--- src/rtl/lock_timer_pkg.sv ---
// rtl/lock_timer_pkg.sv - state encoding, grant codes and helpers for the airlock timer scheduler
package lock_timer_pkg;

  typedef enum logic [1:0] {
    ST_IDLE = 2'd0,
    ST_RUN  = 2'd1,
    ST_DONE = 2'd2
  } state_t;

  typedef enum logic [1:0] {
    GNT_NONE  = 2'b00,
    GNT_FILL  = 2'b01,
    GNT_DRAIN = 2'b10,
    GNT_WAIT  = 2'b11
  } grant_t;

  // Fixed priority: drain beats fill beats wait.
  function automatic grant_t arbitrate(input logic fill_req, input logic drain_req,
                                       input logic wait_req);
    if (drain_req)     return GNT_DRAIN;
    else if (fill_req) return GNT_FILL;
    else if (wait_req) return GNT_WAIT;
    else               return GNT_NONE;
  endfunction

  // Level of the request that currently owns the timer.
  function automatic logic granted_req(input grant_t g, input logic fill_req,
                                       input logic drain_req, input logic wait_req);
    case (g)
      GNT_FILL:  return fill_req;
      GNT_DRAIN: return drain_req;
      GNT_WAIT:  return wait_req;
      default:   return 1'b0;
    endcase
  endfunction

  // Done vector ordered {wait, drain, fill}; one-hot by construction.
  function automatic logic [2:0] done_onehot(input grant_t g);
    case (g)
      GNT_FILL:  return 3'b001;
      GNT_DRAIN: return 3'b010;
      GNT_WAIT:  return 3'b100;
      default:   return 3'b000;
    endcase
  endfunction

endpackage

--- src/rtl/lock_down_counter.sv ---
// rtl/lock_down_counter.sv - loadable down-counter that saturates at zero
module lock_down_counter #(
  parameter int W = 29
) (
  input  logic         clk,
  input  logic         reset,
  input  logic         load,
  input  logic [W-1:0] load_value,
  input  logic         enable,
  output logic [W-1:0] value,
  output logic         zero
);

  // Load wins over count; the count stops at zero instead of wrapping.
  always_ff @(posedge clk) begin
    if (reset) begin
      value <= '0;
    end else if (load) begin
      value <= load_value;
    end else if (enable && (value != '0)) begin
      value <= value - 1'b1;
    end
  end

  assign zero = (value == '0);

endmodule

--- src/rtl/lock_timer_sched.sv ---
// rtl/lock_timer_sched.sv - shared fill/drain/wait timer scheduler; optional hold via LOCK_TIMER_PAUSE_EN
module lock_timer_sched
  import lock_timer_pkg::*;
#(
  parameter int FILL_CYCLES  = 350_000_000,
  parameter int DRAIN_CYCLES = 400_000_000,
  parameter int WAIT_CYCLES  = 250_000_000,
  parameter int CNT_W        = 29
) (
  input  logic             clk,
  input  logic             reset,
  input  logic             fillReq,
  input  logic             drainReq,
  input  logic             waitReq,
`ifdef LOCK_TIMER_PAUSE_EN
  input  logic             hold,
`endif
  output logic             fillFinished,
  output logic             drainFinished,
  output logic             waitFinished,
  output logic             busy,
  output logic [1:0]       grant,
  output logic [CNT_W-1:0] remaining
);

  localparam logic [CNT_W-1:0] FILL_LOAD  = CNT_W'(FILL_CYCLES - 1);
  localparam logic [CNT_W-1:0] DRAIN_LOAD = CNT_W'(DRAIN_CYCLES - 1);
  localparam logic [CNT_W-1:0] WAIT_LOAD  = CNT_W'(WAIT_CYCLES - 1);

  state_t           state_q, state_d;
  grant_t           grant_q, grant_d;
  grant_t           grant_new;
  logic [2:0]       done_q, done_d;
  logic             req_owned;
  logic             frozen;
  logic             cnt_load, cnt_en, cnt_zero;
  logic [CNT_W-1:0] cnt_load_value, cnt_value;

`ifdef LOCK_TIMER_PAUSE_EN
  assign frozen = hold;
`else
  assign frozen = 1'b0;
`endif

  lock_down_counter #(.W(CNT_W)) u_counter (
    .clk        (clk),
    .reset      (reset),
    .load       (cnt_load),
    .load_value (cnt_load_value),
    .enable     (cnt_en),
    .value      (cnt_value),
    .zero       (cnt_zero)
  );

  // State, grant and done flags are registered so no input reaches an output combinationally.
  always_ff @(posedge clk) begin
    if (reset) begin
      state_q <= ST_IDLE;
      grant_q <= GNT_NONE;
      done_q  <= 3'b000;
    end else begin
      state_q <= state_d;
      grant_q <= grant_d;
      done_q  <= done_d;
    end
  end

  // Arbitrate in IDLE, count in RUN, hold done until the owning request drops.
  always_comb begin
    state_d        = state_q;
    grant_d        = grant_q;
    done_d         = done_q;
    cnt_load       = 1'b0;
    cnt_load_value = '0;
    cnt_en         = 1'b0;
    grant_new      = arbitrate(fillReq, drainReq, waitReq);
    req_owned      = granted_req(grant_q, fillReq, drainReq, waitReq);
    case (state_q)
      ST_IDLE: begin
        grant_d = GNT_NONE;
        done_d  = 3'b000;
        if (grant_new != GNT_NONE) begin
          grant_d  = grant_new;
          state_d  = ST_RUN;
          cnt_load = 1'b1;
          case (grant_new)
            GNT_FILL:  cnt_load_value = FILL_LOAD;
            GNT_DRAIN: cnt_load_value = DRAIN_LOAD;
            default:   cnt_load_value = WAIT_LOAD;
          endcase
        end
      end
      ST_RUN: begin
        if (!req_owned) begin
          // Abort: the interlock left the phase before the timer expired.
          state_d  = ST_IDLE;
          grant_d  = GNT_NONE;
          cnt_load = 1'b1;
        end else if (!frozen) begin
          if (cnt_zero) begin
            state_d = ST_DONE;
            done_d  = done_onehot(grant_q);
          end else begin
            cnt_en = 1'b1;
          end
        end
      end
      ST_DONE: begin
        if (!req_owned) begin
          state_d = ST_IDLE;
          grant_d = GNT_NONE;
          done_d  = 3'b000;
        end
      end
      default: begin
        state_d = ST_IDLE;
        grant_d = GNT_NONE;
        done_d  = 3'b000;
      end
    endcase
  end

  assign fillFinished  = done_q[0];
  assign drainFinished = done_q[1];
  assign waitFinished  = done_q[2];
  assign busy          = (state_q != ST_IDLE);
  assign grant         = grant_q;
  assign remaining     = cnt_value;

endmodule

--- config.mk ---
export PLATFORM = sky130hd
export DESIGN_NAME = lock_timer_sched
export DESIGN_NICKNAME = d
export VERILOG_FILES = /design/src/rtl/lock_timer_pkg.sv /design/src/rtl/lock_down_counter.sv /design/src/rtl/lock_timer_sched.sv
export SDC_FILE = /design/constraint.sdc
export NUM_CORES = 1
export LEC_CHECK = 0
export BUFFER_PORTS_ARGS = -buffer_cell sky130_fd_sc_hd__buf_2
export CELL_PAD_IN_SITES_DETAIL_PLACEMENT = 2
export CELL_PAD_IN_SITES_GLOBAL_PLACEMENT = 2
export CORE_ASPECT_RATIO = 1.5
export CORE_UTILIZATION = 35
export CTS_BUF_LIST = sky130_fd_sc_hd__clkbuf_8 sky130_fd_sc_hd__clkbuf_16
export CTS_CLUSTER_SIZE = 16
export DETAILED_ROUTE_END_ITERATION = 6
export PLACE_DENSITY = 0.82
export RECOVER_POWER = 100
export SLEW_MARGIN = 20
export SYNTH_ARGS = -nofsm -noshare
export SYNTH_HDL_FRONTEND = slang
export SYNTH_SLANG_ARGS = --single-unit
--- constraint.sdc ---
create_clock -name clk -period 3.9 [get_ports clk]
set_input_delay 0.585 -clock clk [delete_from_list [all_inputs] [get_ports clk]]
set_output_delay 0.585 -clock clk [all_outputs]
set_load 0.1 [all_outputs]
* Yosys cells after proc, flatten, opt, wreduce, memory -nomap -nowiden *
Cells that the tools add are included.

cells by class
  equal/unequal tests = 13
  reduce and logical (&&, ||, !) cells = 10
  multiplexer cells = 27
  $add $sub $neg = 1

operators by type and width
  operator                 number
  $mux W29                 4
  $pmux W29 S2             1
  $logic_not A29 Y1        1
  $reduce_bool A29 Y1      1
  $sub A29 B1 Y29 const B  1
  $mux W2                  8
  $ne A2 B2 Y1 const B     5
  $mux W3                  3
  $pmux W3 S3              1
  $eq A2 B2 Y1 const B     4
  $eq A2 B1 Y1 const B     3
  $pmux W2 S3              1
  $pmux W3 S2              1
  $reduce_and A3 Y1        2
  $reduce_bool A2 Y1       3
  $mux W1                  5
  $pmux W2 S2              1
  $ne A3 B3 Y1 const B     1
  $pmux W1 S3              1
  $logic_not A2 Y1         1
  $pmux W1 S2              1
  $reduce_or A2 Y1         1
  $logic_and A1 B1 Y1      1

word-level totals
  output and inout bits = 35
  logic and storage cells = 55
  input port bits = 5
  bits in registers = 36

* Logic depth before layout (Yosys ltp) *
  depth after elaboration = 8
  mapped depth = 11
  depth with buffers taken out = 10

* Modules after synthesis *
A second synthesis with hierarchy kept.

unflattened totals
  cells, all modules = 287
  area, all modules = 2466.1 µm²

by module, submodules not included
  module             cells each  area an instance (µm²)  times used  sequential area each (µm²)
  lock_down_counter  217         1836.8                  1           580.6
  lock_timer_sched   70          629.4                   1           140.1

* Worst setup path after synthesis *
OpenSTA, ideal clock, no wires.

  path type = reg-to-reg
  start = reg grant_q[1] (netlist: grant[1])
  end = reg u_counter.value[21]
  arrival time = 2615 ps
  data required time = 3783 ps
  slack = 1168 ps
  library setup time = 117 ps
  buffers on the path = 2
  clock period less this slack = 2732 ps
  stages on the path, launching flop included = 9
  cells stage by stage = dfxtp_1 buf_2 mux2i_1 a222oi_1 buf_2 or2_2 a211oi_1 a221oi_1 o22a_1

on the way
  longest elaborated chain between the ends = 6
  elaborated cells on any way between the ends = 11
  classes of those cells = eq/ne: 3; mux: 6; reduce/logical: 2

RTL lines
  element                                       line                     RTL
  from (decl)                                   lock_timer_sched.sv:31   grant_t grant_q, grant_d;
  from (signal assigned)                        lock_timer_sched.sv:63   grant_q <= grant_d;
  $eq A2 B2 Y1 or $eq A2 B1 Y1 (tied branches)  lock_timer_pkg.sv:29     case (g)
  $pmux W1 S3 (*)                               lock_timer_pkg.sv:29
  $mux W1                                       lock_timer_sched.sv:94   if (!req_owned) begin
  $mux W1                                       lock_timer_sched.sv:78   case (state_q)
  $logic_and A1 B1 Y1                           lock_down_counter.sv:20  end else if (enable && (value != '0)) begin
  $reduce_bool A2 Y1 (no source line)           n/a
  to (signal assigned)                          lock_down_counter.sv:19  value <= load_value;
  to (signal assigned)                          lock_down_counter.sv:21  value <= value - 1'b1;
  to (decl)                                     lock_down_counter.sv:10  output logic [W-1:0] value,

Mark *: on every way between the ends. The rest lies on a longest branch, timed or not.
A chain may end at the register's enable or synchronous reset.

* Worst setup path after layout *
  start = reg u_counter.value[12]
  end = reg u_counter.value[24]

on the way
  longest elaborated chain between the ends = 6
  elaborated cells on any way between the ends = 10
  classes of those cells = add/sub: 1; mux: 5; reduce/logical: 4

RTL lines
  element
  parallel branches: the longest is 6 deep, another holds $sub A29 B1 Y29

Parallel ways; which one is timed is not known. The select of a mux whose other input is x is not followed.

==> summary.md <==
| Metric | Value |
|---|---|
| CP top delay family | `simple AND/OR/NAND/NOR gates` |
| Post-synthesis sequential area ratio | `0.323` |
| Wirelength per Cell | `19.4 um` |
| Crit-path slowest cell | `nor4_1` |
| Cell Area, Synth | `0.00223 sq mm` |
| Avg Inst Size Synth | `8.37 sq um` |
| Critical Path Fanout Max | `8` |
| CTS Buf Count | `5` |
| Met1 WL | `3.04 mm` |
| I/O pin total | `40` |
| Cell Area, Placed | `0.00248 sq mm` |
| Top cells by area, synth | `dfxtp_1 32%, xor2_1 5.5%, ha_1 5.0%, a21oi_1 4.0%, nor2_1 4.0%` |
| Sequential cell area | `721 sq um` |
| CTS Sinks | `36` |
| Diode count | `0` |
| FP Rows | `35` |
| Part of the cycle the worst path needs | `0.806` |
| Mux cell area share after synthesis | `0.00448` |
| Worst vdd ir | `0.191 mV` |
| Post-Synth XOR/XNOR Area | `0.0823` |
| CP endpoint | `u_counter.value[24]` |
| Most numerous cell in the Yosys netlist | `dfxtp_1` |
| Crit end category | `flip-flop` |
| Top cells by count, synth | `36 x dfxtp_1, 24 x nor2_1, 21 x nand2_1, 18 x a21oi_1` |
| Worst setup SP type | `flip-flop` |
| Largest net degree at the start of global routing | `14` |
| Final hold violation count | `0` |
| FF-to-FF End | `u_counter.value[24]` |
| Simple-Gate Fraction of Synth Area | `0.281` |
| Setup Fix Bufs, Post-CTS | `0` |
| Max-Cap Viols | `0` |
| I/O Buffers | `39` |
| Status | `complete, no violations` |
| Critical-path cell list | `nor4_1 -> nand4_4 -> a2111oi_4 -> or2_1 -> o21ai_0 -> a211oi_1` |
| CTS tree | `built` |
| Worst R2R Setup Slack | `0.76 ns` |
| Core area | `0.00617 sq mm` |
| CTS clk-pin slew, worst paths | `0.08 ns` |
| Syn_nets | `281` |
| WP data required | `4.11 ns` |
| Die area | `0.00671 sq mm` |
| 1st-iter DRT viols | `53` |
| Post-synthesis compound-gate area fraction | `0.218` |
| Met2 WL | `4.03 mm` |
| Vias | `2158` |
| Fin Setup TNS | `0 ns` |
| Pins over their slew limit | `0` |
| P_leak | `0.000898 uW` |
| PwrDens | `594 mW/mm^2` |
| Cells after Synth | `267` |
| Main synth FF type | `dfxtp_1` |
| GRT Util Overall | `0.237` |
| Number of synthesized flops with an enable pin | `0` |
| Die Ht | `99.9 um` |
| Worst Reg-to-Reg Cells | `6` |
| Post-synth top area share | `0.323` |
| Critical path depth in cells | `6` |
| Share of post-route cells with drive strength above 1 | `0.0885` |
| Vias in the first global route | `2372` |
| Clock Skew | `0.00511 ns` |
| Worst hold path type | `reg2reg` |
| Metal3 WL | `167 um` |
| Longest Clk Path Bufs | `2` |
| CTS root buf | `clkbuf_8` |
| Cts repair resizes | `0` |
| DPL Wire Length | `5.65 mm` |
| Clk_lat worst skew | `0.29 ns` |
| Multi-input logic area | `0.00139 sq mm` |
| WP data arrival | `3.35 ns` |
| Final setup fails | `0` |
| Netlist cell types | `54` |
| Worst Tran Pin Value | `1.25 ns` |
| Gr ovfl total | `0` |
| Post-Synth Adder-Cell Area | `0.0504` |
| Post-DR vias/cell | `5.69` |
| Router iterations before antenna repair | `4` |
| WL final | `7.35 mm` |
| Start point of the critical path | `u_counter.value[12]` |
| First-pass GRT wire length | `12.0 mm` |
| Buf+Inv Stages, Crit Path | `0` |
| Initial Utilization | `0.362` |
| Area growth syn-to-layout | `11.9%` |
| Largest area contributor in the netlist | `dfxtp_1` |
| Synth async-reset ratio | `0` |
| Die width | `67.2 um` |
| Initial antenna violation count | `0` |
| Cell area after layout | `0.00250 sq mm` |
| Top Layer Used | `met4` |
| FILL cells | `748` |
| Worst R2R Start | `u_counter.value[12]` |
| Placer Congestion | `0.884` |
| Antenna Violating Nets Remaining | `0` |
| H-tree depth | `2` |
| RSZ-0062 raised after global routing | `no` |
| Biggest cell delay along the critical path | `1.06 ns` |
| Fmax | `318 MHz` |
| Residual DRC count | `0` |
| Final Net Count | `318` |
| Rel. slew slack | `0.160` |
| Critical path class | `reg2reg` |
| Final min period | `3.14 ns` |
| Largest family of logic cells by synthesized area | `simple AND/OR/NAND/NOR gates` |
| Synth Warn # | `0` |
| Hold_buf cts | `0` |
| #FFs+latches synth | `36` |
## worst reg2reg max path, stage by stage (launching register included)
cell and delay (ns):
dfxtp_1 0.38, nor4_1 1.07, nand4_4 0.37, a2111oi_4 0.49, or2_1 0.29, o21ai_0 0.22
a211oi_1 0.24
## state kept, by name, indices dropped and copies added (netlist names)
register / cells
done_q: 3
grant: 2
state_q: 2
u_counter.value: 29
## cell usage in the layout, fill, tap and decap left out, types with 2 or more instances in the layout
| cell type | Yosys | routed |
|---|---|---|
| o31a_1 | 2 | 2 |
| a31oi_1 | 4 | 4 |
| ha_1 | 9 | 9 |
| nor2_1 | 24 | 24 |
| inv_1 | 10 | 12 |
| nor4_1 | 6 | 7 |
| clkbuf_1 | 4 | 35 |
| nand2_1 | 21 | 21 |
| nor3_1 | 14 | 14 |
| a21oi_1 | 18 | 18 |
| nand2b_1 | 4 | 4 |
| and2_1 | 4 | 4 |
| clkbuf_8 | 0 | 6 |
| or2_2 | 3 | 3 |
| dfxtp_1 | 36 | 36 |
| nor4_2 | 3 | 3 |
| xnor2_1 | 7 | 7 |
| a21o_1 | 2 | 2 |
| buf_2 | 6 | 4 |
| o22a_1 | 2 | 2 |
| a211oi_1 | 5 | 5 |
| a21boi_0 | 2 | 2 |
| nand3_1 | 8 | 8 |
| or3_1 | 3 | 3 |
| nand4b_1 | 2 | 2 |
| buf_4 | 0 | 2 |
| nand4_1 | 7 | 7 |
| a221oi_1 | 2 | 2 |
| xor2_1 | 14 | 14 |
| o21ai_0 | 11 | 19 |
## power by group
group / switching, uW / internal (uW)
logic: 571 / 132
clock network: 140 / 139
registers: 84.1 / 418
## cells by family after synthesis
| kind of cell | Yosys count |
|---|---|
| AOI/OAI and AO/OA | 69 |
| xor gates and xnor gates | 21 |
| adders and majority gates | 9 |
| buffers and inverters | 21 |
| DFF | 36 |
| muxes | 1 |
| and+or+nand+nor | 110 |
## worst min-delay path by stage
stage | from | to | depth (start not counted) | slack (ns)
floorplan | state_q[0] | state_q[0] | 2 | 0.50
global placement | done_q[0] | done_q[0] | 2 | 0.44
detailed placement | done_q[0] | done_q[0] | 2 | 0.45
CTS | done_q[0] | done_q[0] | 2 | 0.46
global route | done_q[1] | done_q[1] | 2 | 0.49
finish | done_q[0] | done_q[0] | 2 | 0.46
## layout make-up
type                    count  share of cell area
clock buffers               6              0.0330
clock inverters             2             0.00300
inverters                  10              0.0150
multi-input cells         210               0.557
flip-flops and latches     36               0.288
well taps                  74              0.0370
repair buffers             41              0.0665
## stage by stage
stage / utilization / total power (uW) / worst slack [ns] / hold slack (ns) / instances
final: 0.405 / 1480 / 0.757 / 0.462 / 379
after global routing: 0.405 / 1560 / 0.539 / 0.495 / 379
after CTS: 0.416 / 1520 / 1.28 / 0.462 / 379
after detailed placement: 0.402 / 1240 / 1.03 / 0.451 / 371
after global placement: 0.402 / 1220 / 1.23 / 0.437 / 371
after floorplan: - / 1090 / 1.17 / 0.501 / 267
## metal layers
layer / up-vias / track usage
li1: 1049 / -
met3: 10 / 0.0330
met2: 30 / 0.442
met4: 0 / 0.0818
met1: 1069 / 0.262
met5: - / 0
(Power assumes the default switching activity.)
